[src/rtl/alu_seq_ctrl.sv]
// alu_seq_ctrl -- multicycle execute sequencer in front of the combinational ALU.
//
// Accepts one decoded operation at a time (valid/ready), registers the ALU
// control inputs and holds them while the ALU settles (MUL_CYCLES cycles for
// multiply, one cycle otherwise), captures the result for register writeback
// and owns the architectural NZCV flag register.
//
// Optional feature (compile-time macro):
//   ALU_SEQ_COND_EXEC_EN  - evaluate issue_cond against NZCV at acceptance;
//                           failing operations pulse op_skipped. Without it
//                           every legal operation executes and op_skipped = 0.
//
// Ports:
//   clk, rst_n               clock, asynchronous active-low reset
//   issue_valid/ready        decode handshake (ready depends on state only)
//   issue_opcode/s/sr_cont/sr_bit/imm/rd/cond   decoded operation fields
//   alu_opcode/s/sr_cont/sr_bit/imm             registered ALU controls
//   alu_out, alu_n/z/c/v     ALU result and flags
//   wb_valid, wb_rd, wb_data one-cycle writeback strobe, target, data
//   flag_n/z/c/v             architectural flags
//   op_skipped, op_illegal   one-cycle pulses for failed condition / bad opcode

module alu_seq_ctrl #(
    parameter int MUL_CYCLES = 3          // 1..15
) (
    input  logic        clk,
    input  logic        rst_n,
    input  logic        issue_valid,
    output logic        issue_ready,
    input  logic [3:0]  issue_opcode,
    input  logic        issue_s,
    input  logic [2:0]  issue_sr_cont,
    input  logic [4:0]  issue_sr_bit,
    input  logic [15:0] issue_imm,
    input  logic [3:0]  issue_rd,
    input  logic [3:0]  issue_cond,
    output logic [3:0]  alu_opcode,
    output logic        alu_s,
    output logic [2:0]  alu_sr_cont,
    output logic [4:0]  alu_sr_bit,
    output logic [15:0] alu_imm,
    input  logic [31:0] alu_out,
    input  logic        alu_n,
    input  logic        alu_z,
    input  logic        alu_c,
    input  logic        alu_v,
    output logic        wb_valid,
    output logic [3:0]  wb_rd,
    output logic [31:0] wb_data,
    output logic        flag_n,
    output logic        flag_z,
    output logic        flag_c,
    output logic        flag_v,
    output logic        op_skipped,
    output logic        op_illegal
);

    localparam logic [3:0] OP_MUL = 4'b0010;
    localparam logic [3:0] OP_SUB = 4'b0001;
    localparam logic [3:0] OP_AND = 4'b0100;
    localparam logic [3:0] OP_CMP = 4'b1011;
    localparam logic [3:0] OP_TST = 4'b1101;

    // EXEC is the first multiply cycle, so MUL only covers the remaining
    // MUL_CYCLES-1 cycles: counter starts at MUL_CYCLES-2 and samples at 0.
    localparam logic [3:0] MUL_LOAD = (MUL_CYCLES > 1) ? 4'(MUL_CYCLES - 2) : 4'd0;

    typedef enum logic [1:0] {IDLE, EXEC, MUL, WB} state_t;

    state_t     state_q, state_d;
    logic [3:0] mul_cnt_q, mul_cnt_d;
    logic [3:0] rd_q;
    logic       no_wb_q;       // CMP/TST: flags only, no register write
    logic       accept;
    logic       sample;
    logic       op_legal;
    logic       is_cmp_tst;
    logic       cond_pass;

    assign op_legal   = (issue_opcode[3] == 1'b0) || (issue_opcode == OP_CMP) ||
                        (issue_opcode == OP_TST);
    assign is_cmp_tst = (issue_opcode == OP_CMP) || (issue_opcode == OP_TST);

`ifdef ALU_SEQ_COND_EXEC_EN
    function automatic logic cond_eval(input logic [3:0] c, input logic n, input logic z,
                                       input logic cf, input logic v);
        logic r;
        case (c)
            4'b0000: r = z;                   // EQ
            4'b0001: r = !z;                  // NE
            4'b0010: r = cf;                  // CS
            4'b0011: r = !cf;                 // CC
            4'b0100: r = n;                   // MI
            4'b0101: r = !n;                  // PL
            4'b0110: r = v;                   // VS
            4'b0111: r = !v;                  // VC
            4'b1000: r = cf && !z;            // HI
            4'b1001: r = !cf || z;            // LS
            4'b1010: r = (n == v);            // GE
            4'b1011: r = (n != v);            // LT
            4'b1100: r = !z && (n == v);      // GT
            4'b1101: r = z || (n != v);       // LE
            4'b1110: r = 1'b1;                // AL
            default: r = 1'b0;                // NV
        endcase
        return r;
    endfunction

    assign cond_pass = cond_eval(issue_cond, flag_n, flag_z, flag_c, flag_v);
`else
    logic unused_cond;
    assign unused_cond = ^issue_cond;
    assign cond_pass   = 1'b1;
    assign op_skipped  = 1'b0;
`endif

    assign issue_ready = (state_q == IDLE);

    // Next-state and sequencing strobes
    always_comb begin
        state_d   = state_q;
        mul_cnt_d = mul_cnt_q;
        accept    = 1'b0;
        sample    = 1'b0;
        case (state_q)
            IDLE: begin
                if (issue_valid) begin
                    accept = 1'b1;
                    if (op_legal && cond_pass)
                        state_d = EXEC;
                end
            end
            EXEC: begin
                if ((alu_opcode == OP_MUL) && (MUL_CYCLES > 1)) begin
                    mul_cnt_d = MUL_LOAD;
                    state_d   = MUL;
                end else begin
                    sample  = 1'b1;
                    state_d = WB;
                end
            end
            MUL: begin
                if (mul_cnt_q == 4'd0) begin
                    sample  = 1'b1;
                    state_d = WB;
                end else begin
                    mul_cnt_d = mul_cnt_q - 4'd1;
                end
            end
            WB:      state_d = IDLE;
            default: state_d = IDLE;
        endcase
    end

    always_ff @(posedge clk or negedge rst_n) begin
        if (!rst_n) begin
            state_q     <= IDLE;
            mul_cnt_q   <= 4'd0;
            rd_q        <= 4'd0;
            no_wb_q     <= 1'b0;
            alu_opcode  <= 4'd0;
            alu_s       <= 1'b0;
            alu_sr_cont <= 3'd0;
            alu_sr_bit  <= 5'd0;
            alu_imm     <= 16'd0;
            wb_valid    <= 1'b0;
            wb_rd       <= 4'd0;
            wb_data     <= 32'd0;
            flag_n      <= 1'b0;
            flag_z      <= 1'b0;
            flag_c      <= 1'b0;
            flag_v      <= 1'b0;
            op_illegal  <= 1'b0;
        end else begin
            state_q    <= state_d;
            mul_cnt_q  <= mul_cnt_d;
            wb_valid   <= 1'b0;
            op_illegal <= 1'b0;

            if (accept) begin
                // CMP/TST reuse SUB/AND with forced flag update
                alu_opcode  <= (issue_opcode == OP_CMP) ? OP_SUB :
                               (issue_opcode == OP_TST) ? OP_AND : issue_opcode;
                alu_s       <= issue_s || is_cmp_tst;
                alu_sr_cont <= issue_sr_cont;
                alu_sr_bit  <= issue_sr_bit;
                alu_imm     <= issue_imm;
                rd_q        <= issue_rd;
                no_wb_q     <= is_cmp_tst;
                op_illegal  <= !op_legal;
            end

            if (sample) begin
                if (!no_wb_q) begin
                    wb_valid <= 1'b1;
                    wb_rd    <= rd_q;
                    wb_data  <= alu_out;
                end
                if (alu_s) begin
                    flag_n <= alu_n;
                    flag_z <= alu_z;
                    flag_c <= alu_c;
                    flag_v <= alu_v;
                end
            end
        end
    end

`ifdef ALU_SEQ_COND_EXEC_EN
    // Illegal opcodes report as illegal, never as skipped
    always_ff @(posedge clk or negedge rst_n) begin
        if (!rst_n)
            op_skipped <= 1'b0;
        else
            op_skipped <= accept && op_legal && !cond_pass;
    end
`endif

endmodule

[config.mk]
export PLATFORM = sky130hd
export DESIGN_NAME = alu_seq_ctrl
export DESIGN_NICKNAME = d
export VERILOG_FILES = /design/src/rtl/alu_seq_ctrl.sv
export SDC_FILE = /design/constraint.sdc
export NUM_CORES = 1
export LEC_CHECK = 0
export CAP_MARGIN = 40
export CORE_MARGIN = 3
export CORE_UTILIZATION = 38
export CTS_CLUSTER_DIAMETER = 50
export DETAILED_ROUTE_END_ITERATION = 12
export GPL_ROUTABILITY_DRIVEN = 0
export PLACE_DENSITY = 0.82
export SLEW_MARGIN = 30
export SYNTH_ARGS = -nofsm -noshare
export SYNTH_HDL_FRONTEND = slang
export SYNTH_SLANG_ARGS = --single-unit
export TNS_END_PERCENT = 20
[constraint.sdc]
create_clock -name clk -period 2 [get_ports clk]
set_input_delay 0.3 -clock clk [delete_from_list [all_inputs] [get_ports clk]]
set_output_delay 0.3 -clock clk [all_outputs]
set_load 0.005 [all_outputs]
==> run summary, run 1 <==
cell taking the most area after synthesis = dfrtp_1
cell count after synthesis = 221
total power draw = 8.639 mW
PortBufs = 143
post-synthesis mux area share = 26.52%
worst path required time = 2230 ps
synth top area cells = dfrtp_1, mux2_2, mux2_4
DRC = 0
post-synth top area share = 60.65%
clock period minus worst slack = 1994 ps
finished layout cell area = 5374 µm²
Tot GR Track Use = 15.98%
critical path endpoint category = register
top layer in use = met4
FFs w/ async S/R, synth = 100.0%
Hold/Removal Path Class = in -> async
hpwl dp = 5993 µm
crit path DAT = 2220 ps
TritonCTS clock tree = yes
Post-synth EDFFs = 0
synthesized cell area = 3383 µm²
vias in the first global route = 2455
Fin. Hold Viols = 0
drt wl/cell = 16.27 µm
routed wire length = 8150 µm
Max-slew headroom = 66.17%
die width = 100.4 µm
MaxCap Viol Count = 0
leakage power = 2.324 nW
# IOs = 149
Post-DP Area = 5054 µm²
Startpoint Class = register
largest family of logic cells by synthesized area = multiplexers
post-route ant nets = 0
grt total ovfl = 0
reg2reg path depth = 6
top_reg_cell synth = dfrtp_1
first-pass GRT wire length = 12610 µm
maximum clock rate = 501.4 MHz
Synth warnings = 0
syn avg cell area = 15.31 µm²
Slew @ Worst Pin = 507.4 ps
WS Path Type = reg -> reg
Distinct cells, synth = 33
Commonest cells post-synth = dfrtp_1, mux2_2, mux2_4
Final Setup Violations = 0
complex-gate fraction of the synthesized area = 4.364%
row count = 33
CTS H-tree lvls = 3
starting density of the core = 40.17%
Pins Over Slew Limit = 0
worst-path fanout max = 7
Final #Nets = 471
initial antenna violation count = 0
number of CTS-inserted buffers = 9
CTS sink cnt = 82
met2 wire len = 4081 µm
Synth Area in Adders = 1.479%
status = finished clean
diode count = 0
Die H = 100.4 µm
final cell count without fillers = 501
area of the core = 8423 µm²
Skew-Pair Late Insertion Delay = 340 ps
WL met3 = 650 µm
P&R area growth vs syn = 58.84%
placed cell count = 478
final worst-path cycle share = 99.71%
unrepaired setup endpoints after global routing = true
simple-gate area share of the yosys netlist = 3.735%
die footprint = 10070 µm²
Pwr Density = 1608 nW/µm²
peak supply drop = 0.8603 mV
Yosys reg bits = 82
cell with the most instances after synthesis = dfrtp_1
via count = 2389
largest net degree at the start of global routing = 39
number of DRC markers in iteration 0 = 53
Post-Route M1 WL = 3358 µm
Root Buffer = clkbuf_8
share of layout cells above drive strength 1 = 29.80%
vias per inst = 4.768
Pre-Repair DR Iteration Count = 4
clk_skew = 7.509 ps
Seq/Total Area, Yosys = 60.65%
xor/xnor cell area share of the yosys netlist = 0.2589%
Synthesized Nets = 301
Max clock buf depth = 2
CTS clk-pin slew, worst paths = 90 ps
stage by stage:
step                util [%]  TNS (ps)  worst slack, ps  hold slack (ps)
global route           63.80     -1658           -80.56            522.6
global placement       60.00    -94.92           -20.10            308.2
CTS                    62.70         0          0.05262            499.6
finish                 63.80         0            5.749            507.2
detailed placement     60.00     -1283           -92.67            309.9
floorplan                  -         0            51.23            4.409
power breakdown:
part | internal (mW) | switching, mW
logic | 3.11 | 1.45
registers | 2.50 | 0.464
clock network | 0.498 | 0.612
routing by layer:
metal	track usage, %	vias to the layer above
li1	-	1118
met1	20.32	1163
met2	26.04	99
met3	5.907	9
met4	3.731	0
met5	0	-
logic make-up (layout without fill, tap and decap cells):
group,count (synthesis),in the layout
multiplexers,70,70
AND/OR/NAND/NOR,24,24
XOR/XNOR,1,1
AO/OA/AOI/OAI,22,22
flip-flops,82,82
adder cells (fa/ha/maj),4,4
other,1,1
buffers and inverters,17,192
repair_timing:
action                                 4_1_cts  5_1_grt
gates cloned                                 0        2
gates resized for setup                      4       11
endpoints found under the hold margin       36        0
setup endpoints to repair                   34       35
pin swaps                                    1        3
buffers inserted                             2        2
hold buffers                                 1        0
flip-flops by register name (all words and copies together) (netlist names):
name	flops
alu_imm	16
alu_opcode	4
alu_s	1
alu_sr_bit	5
alu_sr_cont	3
flag_c	1
flag_n	1
flag_v	1
flag_z	1
mul_cnt_q	4
no_wb_q	1
op_illegal	1
rd_q	4
state_q	2
wb_data	32
wb_rd	4
wb_valid	1
critical path, cell delays in order, from the launching register on:
cell and delay [ps]:
dfrtp_1 410, or4b_4 560, a32oi_4 210, nor3b_4 100, buf_6 160, clkbuf_16 160
mux2_4 290
layout by cell type (no fill, tap or decap), drive strengths merged, types with 3 or more instances in the layout:
cell type,count
nand2,10
ha,4
buf,23
a21oi,3
inv,10
clkdlybuf4s50,142
o21ai,8
mux2,70
clkbuf,12
dfrtp,82
final timing paths:
path                                from       endpoint  slack (ps)
max in group asynchronous          rst_n    wb_data[31]         880
setup reg to reg           alu_opcode[3]    wb_data[30]           6
hold / removal                     rst_n  alu_opcode[3]         510
min in group clk              alu_imm[8]     alu_imm[8]         510
setup / recovery           alu_opcode[3]    wb_data[30]           6
hold reg to reg               alu_imm[8]     alu_imm[8]         510
cell type report:
cell class | instances | area, µm²
Fill cell | 638 | 3049
Sequential cell | 82 | 2052
Timing Repair Buffer | 168 | 1689
Multi-Input combinational cell | 122 | 1284
Clock buffer | 10 | 137.6
Tap cell | 105 | 131.4
Clock inverter | 6 | 50.05
Inverter | 8 | 30.03
Power figures use the tool's default switching activity.
==> inputs of run 2 (changes only) <==
--- a/config.mk
+++ b/config.mk
@@ -6,8 +6,10 @@
 export NUM_CORES = 1
 export LEC_CHECK = 0
 export CAP_MARGIN = 40
+export CELL_PAD_IN_SITES_DETAIL_PLACEMENT = 0
+export CELL_PAD_IN_SITES_GLOBAL_PLACEMENT = 1
 export CORE_MARGIN = 3
-export CORE_UTILIZATION = 38
+export CORE_UTILIZATION = 30
 export CTS_CLUSTER_DIAMETER = 50
 export DETAILED_ROUTE_END_ITERATION = 12
 export GPL_ROUTABILITY_DRIVEN = 0
==> run summary, run 2 (synthesis gave the netlist of run 1 again) <==
number of DRC markers in iteration 0 = 47
via count = 2330
Fin. Hold Viols = 0
PortBufs = 143
combinational power share = 50.2%
WS Path Type = reg -> reg
Final Setup Violations = 0
crit-path max cell delay = 580 ps
vias per inst = 4.421
Skew-Pair Late Insertion Delay = 330 ps
unrepaired setup endpoints after global routing = true
reg2reg path depth = 6
clk_skew = 8.008 ps
row count = 38
Startpoint Class = register
share of total power in sequential cells = 32.6%
die width = 112.2 µm
Pins Over Slew Limit = 0
share of layout cells above drive strength 1 = 28.17%
MaxCap Viol Count = 0
final worst-path cycle share = 99.16%
post-route ant nets = 0
flip-flop and latch area = 2052 µm²
clock period minus worst slack = 1983 ps
Util after Layout = 50.09%
Pwr Density = 1657 nW/µm²
total power draw = 9.078 mW
routed wire length = 8187 µm
Largest regs = wb_data: 32 flops, alu_imm: 16 flops, alu_sr_bit: 5 flops
P&R area growth vs syn = 61.91%
worst path required time = 2210 ps
diode count = 0
setup TNS = 0 ps
drt wl/cell = 15.54 µm
largest net degree at the start of global routing = 44
initial antenna violation count = 0
Root Buffer = clkbuf_16
vias in the first global route = 2589
starting density of the core = 30.94%
worst-path fanout max = 9
largest reg by FF count = wb_data
leakage power = 2.331 nW
P_sw = 2.511 mW
max reg flops = 32
number of CTS-inserted buffers = 9
# IOs = 149
hpwl dp = 5738 µm
grt total ovfl = 0
Max-slew headroom = 64.60%
peak supply drop = 0.8446 mV
Slowest-stage cell, CP = or4b_4
commonest cells after routing, fill and taps aside = clkdlybuf4s50_1, dfrtp_1, mux2_2
first-pass GRT wire length = 13180 µm
Max clock buf depth = 2
Slew @ Worst Pin = 530.9 ps
Hold/Removal Path Class = in -> async
Worst Hold Margin = 486.6 ps
DRC = 0
Final #Nets = 464
area of the multi-input gates = 1284 µm²
RR Endpoint = wb_data[15]
crit path DAT = 2190 ps
worst-path cell chain = or4b_4, a32oi_4, nor3b_4, buf_12, clkbuf_16, mux2_4
dpl ws = -45.70 ps
maximum clock rate = 504.2 MHz
Pre-Repair DR Iteration Count = 6
die footprint = 12590 µm²
setup ws final = 16.80 ps
Worst R2R Setup Slack = 20 ps
Int Power = 6.567 mW
CTS H-tree lvls = 3
Tot GR Track Use = 13.12%
Die H = 112.2 µm
most common cell after layout, fill and taps aside = clkdlybuf4s50_1
Clk pwr share = 17.2%
Sw Share = 27.66%
critical path endpoint category = register
CTS clk-pin slew, worst paths = 60 ps
CTS sink cnt = 82
# fillers = 957
area of the core = 10940 µm²
TritonCTS clock tree = yes
Worst R2R Start = alu_opcode[2]
status = finished clean
-- run 2: cell types whose count changed in the layout (fill, tap and decap cells not counted), moves of 2 or more --
cell       previous run  this run
inv_6                 2         0
buf_6                 4         0
clkbuf_16             1        10
clkinv_4              2         0
mux2_2               39        41
clkbuf_8             10         0
buf_4                16        12
buf_16                0         2
clkbuf_1              0         2
mux2_4               31        29
-- run 2: how the worst max path moves through the flow --
stage                              from           to  slack (ps)  depth (start not counted)
after global placement     mul_cnt_q[0]   wb_data[8]          -6                          7
final                     alu_opcode[2]  wb_data[15]          20                          6
after detailed placement   mul_cnt_q[0]   wb_data[7]         -50                          7
after floorplan            mul_cnt_q[0]  wb_data[12]          50                          8
after global routing      alu_opcode[2]  wb_data[29]         -30                          6
after CTS                 alu_opcode[2]  wb_data[31]         -10                          6
-- run 2: what timing repair did --
action | 4_1_cts | 5_1_grt
gates cloned | 1 | 1
setup buffers | 3 | 1
gates resized for setup | 8 | 3
pin swaps | 3 | 2
endpoints found under the setup margin | 40 | 41
hold buffers | 1 | 0
endpoints found under the hold margin | 39 | 0
-- run 2: final cells by class --
class | count | share of cell area [%]
clock inverters | 3 | 0.7766
well taps | 140 | 3.198
clock buffers | 11 | 4.249
repair buffers | 161 | 30.33
multi-input cells | 122 | 23.44
flip-flops and latches | 82 | 37.46
inverters | 8 | 0.5482
-- run 2: metal layers --
layer  routed length [µm]  vias up  GRT usage [%]
li1                     -     1099              -
met1                 3420     1147          15.74
met2                 4056       78          21.65
met3                  658        6          5.499
met4                   52        0          3.846
met5                    0        -              0
-- run 2: metrics by stage --
stage          cells  cell area, µm²
2_1_floorplan    221            3383
3_3_place_gp     506            5047
3_5_place_dp     506            5047
4_1_cts          525            5430
5_1_grt          527            5478
6_report         527            5478
-- run 2: power by group through the flow --
stage          clock, mW  combinational, mW  sequential (mW)
2_1_floorplan          0               2.06             3.00
3_3_place_gp           0               4.14             2.95
3_5_place_dp           0               4.22             2.98
4_1_cts             1.63               4.53             2.97
5_1_grt             1.69               4.89             3.07
6_report            1.56               4.56             2.96
-- run 2: worst max-delay path: cells and delay by family (launching register included) --
family          cells  cell delay (ps)
simple gates        2              660
mux                 1              300
flops               1              380
compound gates      1              220
buf+inv             2              310
